File: config.mk
export PLATFORM = sky130hd
export DESIGN_NAME = dual_read_fifo
export DESIGN_NICKNAME = d
export VERILOG_FILES = /design/src/rtl/dual_read_fifo_pkg.sv /design/src/rtl/dual_read_fifo_slot.sv /design/src/rtl/dual_read_fifo.sv
export SDC_FILE = /design/constraint.sdc
export NUM_CORES = 1
export LEC_CHECK = 0
export BUFFER_PORTS_ARGS = -buffer_cell sky130_fd_sc_hd__buf_2
export CAP_MARGIN = 10
export CORE_UTILIZATION = 57
export DETAILED_ROUTE_END_ITERATION = 8
export HOLD_SLACK_MARGIN = 0.12
export PLACE_DENSITY = 0.79
export RECOVER_POWER = 50
export SETUP_SLACK_MARGIN = 0.5
export SLEW_MARGIN = 20
export SYNTH_ARGS = -nofsm -noshare
export SYNTH_HDL_FRONTEND = slang
export SYNTH_SLANG_ARGS = --single-unit
File: constraint.sdc
create_clock -name clk -period 4.24 [get_ports clk]
set_input_delay 0.424 -clock clk [delete_from_list [all_inputs] [get_ports clk]]
set_output_delay 0.424 -clock clk [all_outputs]
set_load 0.02 [all_outputs]
File: src/rtl/dual_read_fifo_pkg.sv
// Shared core constants and helpers for the dual-read instruction FIFO.
// Entries carry the destination register field Rd in their top bits.
package dual_read_fifo_pkg;

    localparam int DataWidth  = 92;
    localparam int Depth      = 4;
    localparam int RdMsb      = 91;
    localparam int RdLsb      = 86;
    localparam int PtrWidth   = 2;
    localparam int CountWidth = 3;

    typedef logic [PtrWidth-1:0]   ptr_t;
    typedef logic [CountWidth-1:0] count_t;

    // Pointer arithmetic wraps naturally at the 2-bit width.
    function automatic ptr_t ptr_add(input ptr_t base, input ptr_t step);
        return ptr_t'(base + step);
    endfunction

    function automatic logic [RdMsb-RdLsb:0] entry_rd(input logic [DataWidth-1:0] entry);
        return entry[RdMsb:RdLsb];
    endfunction

endpackage

File: src/rtl/dual_read_fifo_slot.sv
// One FIFO storage slot. The write and pop requests are broadcast to every
// slot; each slot matches them against its own index MyPtr.
module dual_read_fifo_slot
    import dual_read_fifo_pkg::*;
#(
    parameter int Width = 92,
    parameter int MyPtr = 0
) (
    input  logic             clk,
    input  logic             rstN,
    input  logic             flush,
    input  logic             write_en,
    input  ptr_t             wr_ptr,
    input  logic [Width-1:0] write_data,
    input  ptr_t             clear_cnt,
    input  ptr_t             rd_ptr,
    output logic [Width-1:0] slot_data
);

    localparam ptr_t MyIdx = ptr_t'(MyPtr);

    logic             write_hit_s;
    logic             clear_hit_s;
    logic [Width-1:0] data_r;

    // Decode whether this slot is written or popped this cycle.
    always_comb begin
        write_hit_s = write_en && (wr_ptr == MyIdx);
        if (clear_cnt == 2'd2) begin
            clear_hit_s = (rd_ptr == MyIdx) || (ptr_add(rd_ptr, 2'd1) == MyIdx);
        end else if (clear_cnt == 2'd1) begin
            clear_hit_s = (rd_ptr == MyIdx);
        end else begin
            clear_hit_s = 1'b0;
        end
    end

    // Slot storage; a write and a clear never address the same slot together.
    always_ff @(posedge clk) begin
        if (!rstN) begin
            data_r <= {Width{1'b0}};
        end else if (flush) begin
            data_r <= {Width{1'b0}};
        end else if (write_hit_s) begin
            data_r <= write_data;
        end else if (clear_hit_s) begin
            data_r <= {Width{1'b0}};
        end else begin
            data_r <= data_r;
        end
    end

    assign slot_data = data_r;

endmodule

File: src/rtl/dual_read_fifo.sv
// Four-entry FIFO exposing its two oldest entries, able to pop one or two
// entries and push one entry per cycle. Flush discards everything.
module dual_read_fifo #(
    parameter int DataWidth = dual_read_fifo_pkg::DataWidth,
    parameter int Depth     = dual_read_fifo_pkg::Depth
) (
    input  logic                 clk,
    input  logic                 rstN,
    input  logic                 writeEn,
    input  logic [DataWidth-1:0] writeData,
    input  logic                 readEn1,
    input  logic                 readEn2,
    input  logic                 flush,
    output logic [DataWidth-1:0] readData1,
    output logic [DataWidth-1:0] readData2,
    output logic                 valid1,
    output logic                 valid2,
    output logic                 full,
    output logic [2:0]           count
);

    import dual_read_fifo_pkg::*;

    ptr_t   rd_ptr_r;
    ptr_t   wr_ptr_r;
    count_t count_r;
    ptr_t   rd_ptr_nxt_s;
    ptr_t   wr_ptr_nxt_s;
    count_t count_nxt_s;
    ptr_t   pop_cnt_s;
    ptr_t   clear_cnt_s;
    logic   push_s;
    logic   write_en_s;
    logic   valid1_s;
    logic   valid2_s;
    logic   full_s;
    ptr_t   rd_ptr_p1_s;

    logic [DataWidth-1:0] slot_data_s [Depth];

    assign valid1_s    = (count_r != 3'd0);
    assign valid2_s    = (count_r >= 3'd2);
    assign full_s      = (count_r == 3'd4);
    assign rd_ptr_p1_s = ptr_add(rd_ptr_r, 2'd1);

    // Push/pop qualification and next pointer/count state.
    always_comb begin
        push_s = writeEn & ~full_s;
        if (readEn1 && readEn2 && valid2_s) begin
            pop_cnt_s = 2'd2;
        end else if (readEn1 && valid1_s) begin
            pop_cnt_s = 2'd1;
        end else begin
            pop_cnt_s = 2'd0;
        end

        if (flush) begin
            rd_ptr_nxt_s = 2'd0;
            wr_ptr_nxt_s = 2'd0;
            count_nxt_s  = 3'd0;
            write_en_s   = 1'b0;
            clear_cnt_s  = 2'd0;
        end else begin
            rd_ptr_nxt_s = ptr_add(rd_ptr_r, pop_cnt_s);
            wr_ptr_nxt_s = ptr_add(wr_ptr_r, {1'b0, push_s});
            count_nxt_s  = count_t'(count_r + {2'b00, push_s} - {1'b0, pop_cnt_s});
            write_en_s   = push_s;
            clear_cnt_s  = pop_cnt_s;
        end
    end

    // Pointer and occupancy registers.
    always_ff @(posedge clk) begin
        if (!rstN) begin
            rd_ptr_r <= 2'd0;
            wr_ptr_r <= 2'd0;
            count_r  <= 3'd0;
        end else begin
            rd_ptr_r <= rd_ptr_nxt_s;
            wr_ptr_r <= wr_ptr_nxt_s;
            count_r  <= count_nxt_s;
        end
    end

    for (genvar i = 0; i < Depth; i++) begin : g_slot
        dual_read_fifo_slot #(
            .Width (DataWidth),
            .MyPtr (i)
        ) u_slot (
            .clk        (clk),
            .rstN       (rstN),
            .flush      (flush),
            .write_en   (write_en_s),
            .wr_ptr     (wr_ptr_r),
            .write_data (writeData),
            .clear_cnt  (clear_cnt_s),
            .rd_ptr     (rd_ptr_r),
            .slot_data  (slot_data_s[i])
        );
    end

    // Reads come straight from storage, so a push shows up the cycle after.
    assign readData1 = valid1_s ? slot_data_s[rd_ptr_r]    : {DataWidth{1'b0}};
    assign readData2 = valid2_s ? slot_data_s[rd_ptr_p1_s] : {DataWidth{1'b0}};
    assign valid1    = valid1_s;
    assign valid2    = valid2_s;
    assign full      = full_s;
    assign count     = count_r;

endmodule

* Word level (Yosys, flattened, before mapping) *
Cells that the tools add are included.

word-level totals
  output and inout port bits = 190
  logic and storage cells = 80
  flip-flop bits (word level) = 375

operators by class
  magnitude comparators = 3
  $add $sub $neg = 5
  bitwise logic cells = 5
  equal/unequal tests = 12
  mux-type cells = 28
  reduce and logical (&&, ||, !) cells = 20

operators by type and width
  operator             count
  $mux 92              14
  $bmux 92 s2          2
  $eq 2x2->1 const B   7
  $mux 1               10
  $eq 2x1->1 const B   4
  $reduce_bool 2->1    4
  $logic_and 1x1->1    7
  $ge 3x3->1 const B   2
  $logic_not 2->1      3
  $not 2->3            2
  $logic_or 1x1->1     4
  $mux 2               2
  $add 3x1->3          1
  $eq 3x3->1 const B   1
  $ge 3x2->1 const B   1
  $reduce_bool 3->1    1
  $sub 3x2->3          1
  $add 2x1->2          1
  $add 2x1->2 const B  1
  $add 2x2->2          1
  $not 1->1            2
  $reduce_or 2->1      1
  $and 1x1->1          1

* Logic depth before layout (Yosys ltp) *
  depth in word-level cells = 10
  mapped depth = 12

* Hierarchy *
Synthesis repeated with hierarchy kept, for this count alone.

unflattened totals
  cells, all modules = 1316
  area, all modules = 17443.0 um2

modules (own cells, without submodules)
  module                                   cells an instance  area an instance (um2)  instances
  dual_read_fifo                           471                6100.9                  1
  dual_read_fifo_slot at g_slot[2].u_slot  212                2847.7                  1
  dual_read_fifo_slot at g_slot[3].u_slot  210                2844.0                  1
  dual_read_fifo_slot at g_slot[0].u_slot  213                2835.2                  1
  dual_read_fifo_slot at g_slot[1].u_slot  210                2815.2                  1

* Worst setup path before layout *
OpenSTA, ideal clock, no wires.

  path type = register -> output
  start point = register rd_ptr_r[0]
  end point = output port readData2[11]
  slack = 780 ps
  arrival = 3036 ps
  stages on the path, launching flop included = 11
  cells stage by stage = dfxtp_1 > clkbuf_1 > buf_2 > clkbuf_1 > buf_2 > inv_1 > ha_1 > clkbuf_1 > buf_2 > mux4_2 > and2_1

on the way
  cells in the longest elaborated chain, start to end = 6

ends and longest elaborated chain
  element                                      RTL line                  text
  from (decl)                                  dual_read_fifo.sv:24      ptr_t rd_ptr_r;
  from (signal assigned)                       dual_read_fifo.sv:79      rd_ptr_r <= rd_ptr_nxt_s;
  $add 2x1->2                                  dual_read_fifo_pkg.sv:17  return ptr_t'(base + step);
  $not 2->3 (not written as such)              dual_read_fifo.sv:104     assign readData2 = valid2_s ? slot_data_s[rd_ptr_p1_s] : {DataWidth{1'b0}};
  $bmux 92 s2                                  dual_read_fifo.sv:104
  $mux 92 (not written as such) (2 in series)  dual_read_fifo.sv:104
  $mux 92                                      dual_read_fifo.sv:104
  to (decl)                                    dual_read_fifo.sv:15      output logic [DataWidth-1:0] readData2,

No other way between the ends. The select of a mux whose other input is x is not followed.

* Worst setup path in the final report *
  start point = register rd_ptr_r[0]
  end point = register g_slot[0].u_slot.data_r[64]

on the way
  cells in the longest elaborated chain, start to end = 5
  elaborated cells on any way between the ends = 7
  those cells by class = add/sub: 1; mux: 2; reduce/logical: 4

ends and longest elaborated chain
  element                                 RTL line                   text
  $add 2x1->2                             dual_read_fifo_pkg.sv:17
  $logic_not 2->1                         dual_read_fifo_slot.sv:30  clear_hit_s = (rd_ptr == MyIdx) || (ptr_add(rd_ptr, 2'd1) == MyIdx);
  $logic_or 1x1->1                        dual_read_fifo_slot.sv:30
  $mux 1 (*)                              dual_read_fifo_slot.sv:29  if (clear_cnt == 2'd2) begin
  $reduce_bool 2->1 (no source line) (*)  n/a
  to (signal assigned)                    dual_read_fifo_slot.sv:41  data_r <= {Width{1'b0}};
  to (signal assigned)                    dual_read_fifo_slot.sv:43  data_r <= {Width{1'b0}};
  to (signal assigned)                    dual_read_fifo_slot.sv:45  data_r <= write_data;
  to (decl)                               dual_read_fifo_slot.sv:24  logic [Width-1:0] data_r;

Every way passes the cells marked *; elsewhere a longest branch is shown, timed or not.
A chain may end at the register's enable or synchronous reset.

==> flow_summary.json <==
{
  "drv_slew": 0,
  "hold_depth": 2,
  "synth-seq-area-share_pct": 43.7,
  "grt_setup_unrepaired": "no",
  "fin_crit_sh_pct": 87.7,
  "synthFlopType": "dfxtp_1",
  "cts-buffers-inserted": 40,
  "status": "complete, no violations",
  "dieArea_sq_um": 30800,
  "utilization_pct": 67.8,
  "hold_buffers": 0,
  "synth_fa_ha_area_share_pct": 0.772,
  "cts.sinks": 375,
  "cts_tree": "done",
  "avgViaCountPerCell": 6.64,
  "grt.total_usage_pct": 30.2,
  "ir_drop_mv": 0.322,
  "worst_slew_pin_slew_ps": 1450,
  "grt_pass1_vias": 13000,
  "min_period_ps": 3720,
  "gr-total-overflow": 0,
  "syn_area_per_cell_sq_um": 13.0,
  "critPathMaxFanout": 22,
  "cp.arrival_ps": 4180,
  "design_area_sq_um": 20100,
  "synth_edf_count": 0,
  "die_h_um": 176,
  "synth-compound-area-share_pct": 19.2,
  "skew_ps": 13.6,
  "synth_top_family_by_area": "multiplexers",
  "antenna_found_initial": 11,
  "ys_async_sr_fraction_pct": 0,
  "p_total_mw": 7.52,
  "die_x_um": 176,
  "yosys-top-cells-count": "dfxtp_1 (375), a22o_1 (368), and2_1 (188)",
  "clk_latency_ps": 520,
  "maxCapViolations": 0,
  "grt_start_max_net_pins": 96,
  "hold_class": "in2reg",
  "fmax_mhz": 269,
  "routed_wl_mm": 46.9,
  "vias": 13100,
  "synth_area_leaders": "dfxtp_1 (44%), mux4_2 (24%), a22o_1 (19%)",
  "place_hpwl_mm": 26.7,
  "final_nets": 1645,
  "end_kind": "flip-flop",
  "wl_per_cell_um": 23.9,
  "synthSimpleGateAreaFrac_pct": 7.78,
  "relSlewSlack_pct": 3.66,
  "path_clk_slew_ps": 60,
  "io_pins": 288,
  "initial_core_util_pct": 58.0,
  "netlist_area_sq_um": 17200,
  "powerDensity_nw_per_um2": 375,
  "crit_type": "reg2reg",
  "hold_violations": 0,
  "core-area_sq_um": 29600,
  "synth_top_area_share_pct": 43.7,
  "yosysMostFrequentCell": "dfxtp_1",
  "synth_seq_cells": 375,
  "grt_pass1_wl_mm": 73.6,
  "muxShareOfSynthArea_pct": 24.1,
  "port_buffers": 287,
  "synth-xor-area-share_pct": 0.255,
  "clockBufferDepth": 3,
  "drtIter0Drc": 1115,
  "root_buffer": "clkbuf_16",
  "rr_worst_depth": 7,
  "yosys_warnings": 0,
  "drive_above_1_share_pct": 35.8,
  "drc_errors": 0,
  "fin_setup_tns_ps": 0,
  "finalSetupViolations": 0,
  "worst_setup_path_start_kind": "flip-flop",
  "required_ps": 4700,
  "ant_nets": 0,
  "core.rowCount": 63,
  "syn_inst": 1319,
  "p_leak_nw": 8.12,
  "ys_types": 36,
  "dpl-instance-area_sq_um": 18800,
  "synth_top_cell_by_area": "dfxtp_1",
  "gp_congestion": 0.789,
  "cts_htree_levels": 2,
  "area_growth_pct": 16.9,
  "syn_nets": 1427,
  "drt_first_pass_iters": 5
}
[critical path, stage by stage, from the launching register on]
cell	delay [ps]
dfxtp_4	630
inv_1	170
ha_4	620
buf_12	270
o21ai_0	110
nor3_1	440
clkbuf_1	1100
a22o_1	300
[worst paths after layout]
| check | slack, ps | end | startpoint |
|---|---|---|---|
| hold reg to reg | 490 | g_slot[2].u_slot.slot_data[61]$_SDFFE_PP0P_ | g_slot[2].u_slot.slot_data[61]$_SDFFE_PP0P_ |
| setup reg to reg | 520 | g_slot[0].u_slot.slot_data[64]$_SDFFE_PP0P_ | rd_ptr_r[0]$_SDFF_PP0_ |
| hold / removal | 160 | g_slot[0].u_slot.slot_data[83]$_SDFFE_PP0P_ | writeData[83] |
| setup / recovery | 520 | g_slot[0].u_slot.slot_data[64]$_SDFFE_PP0P_ | rd_ptr_r[0]$_SDFF_PP0_ |
[logic make-up after synthesis]
family / count (synthesis)
flops: 375
xor+xnor: 5
buf+inv: 151
fa+ha+maj: 10
compound gates: 379
simple gates: 215
mux: 184
[layer usage]
| metal | GRT usage, % | wire, um | share of wire [%] | vias up |
|---|---|---|---|---|
| li1 | - | - | - | 5661 |
| met1 | 40.9 | 19600 | 42 | 6700 |
| met2 | 48.1 | 22100 | 47 | 577 |
| met3 | 6.77 | 3780 | 8.1 | 108 |
| met4 | 10.3 | 1410 | 3.0 | 6 |
| met5 | 0 | 30 | 0.064 | - |
[timing repair]
item	CTS	global route
gates cloned	0	0
setup endpoints to repair	90	98
setup buffers	1	1
gates resized for setup	2	0
pin swaps	1	0
[area by class of cell]
cell class,count,area (sq um)
well taps,390,488
clock buffers,61,1190
flip-flops and latches,375,7510
diodes,11,27.5
inverters,9,33.8
fillers,2138,9560
clock inverters,9,78.8
multi-input cells,793,9020
repair buffers,318,1730
[sequential cells by signal (all words and copies together) (netlist names)]
register                 count
rd_ptr_r                     2
g_slot.u_slot.slot_data    368
wr_ptr_r                     2
count                        3
[power by group]
group,switching [mW],internal (mW)
registers,0.0301,3.55
clock network,1.38,2.00
logic,0.373,0.189
total,1.78,5.74
[metrics by stage]
step | hold slack (ps) | worst slack (ps) | std cells
after floorplan | 461 | 780 | 1319
after global placement | 474 | 846 | 1883
after detailed placement | 478 | 781 | 1883
after CTS | 140 | 506 | 1954
after global routing | 141 | 357 | 1960
final | 160 | 523 | 1966
[cells in the final DEF (no fill, tap or decap), types with 2 or more instances in the layout]
cell       instances
dfxtp_1          373
a22o_1           368
buf_2            274
mux4_2           184
and2_1           181
clkbuf_16         41
clkbuf_1          25
buf_4             17
diode_2           11
inv_1              9
clkbuf_8           9
ha_1               8
and2_0             7
clkinv_2           5
buf_12             5
nand2_1            4
nor2_1             4
xnor2_1            4
clkbuf_2           4
nor3_1             3
nor2b_1            2
nor2_4             2
and3_1             2
a211oi_4           2
o21ai_0            2
nor3_2             2
inv_6              2
buf_6              2
dfxtp_4            2
No activity file was read; power rests on OpenSTA's default activity.
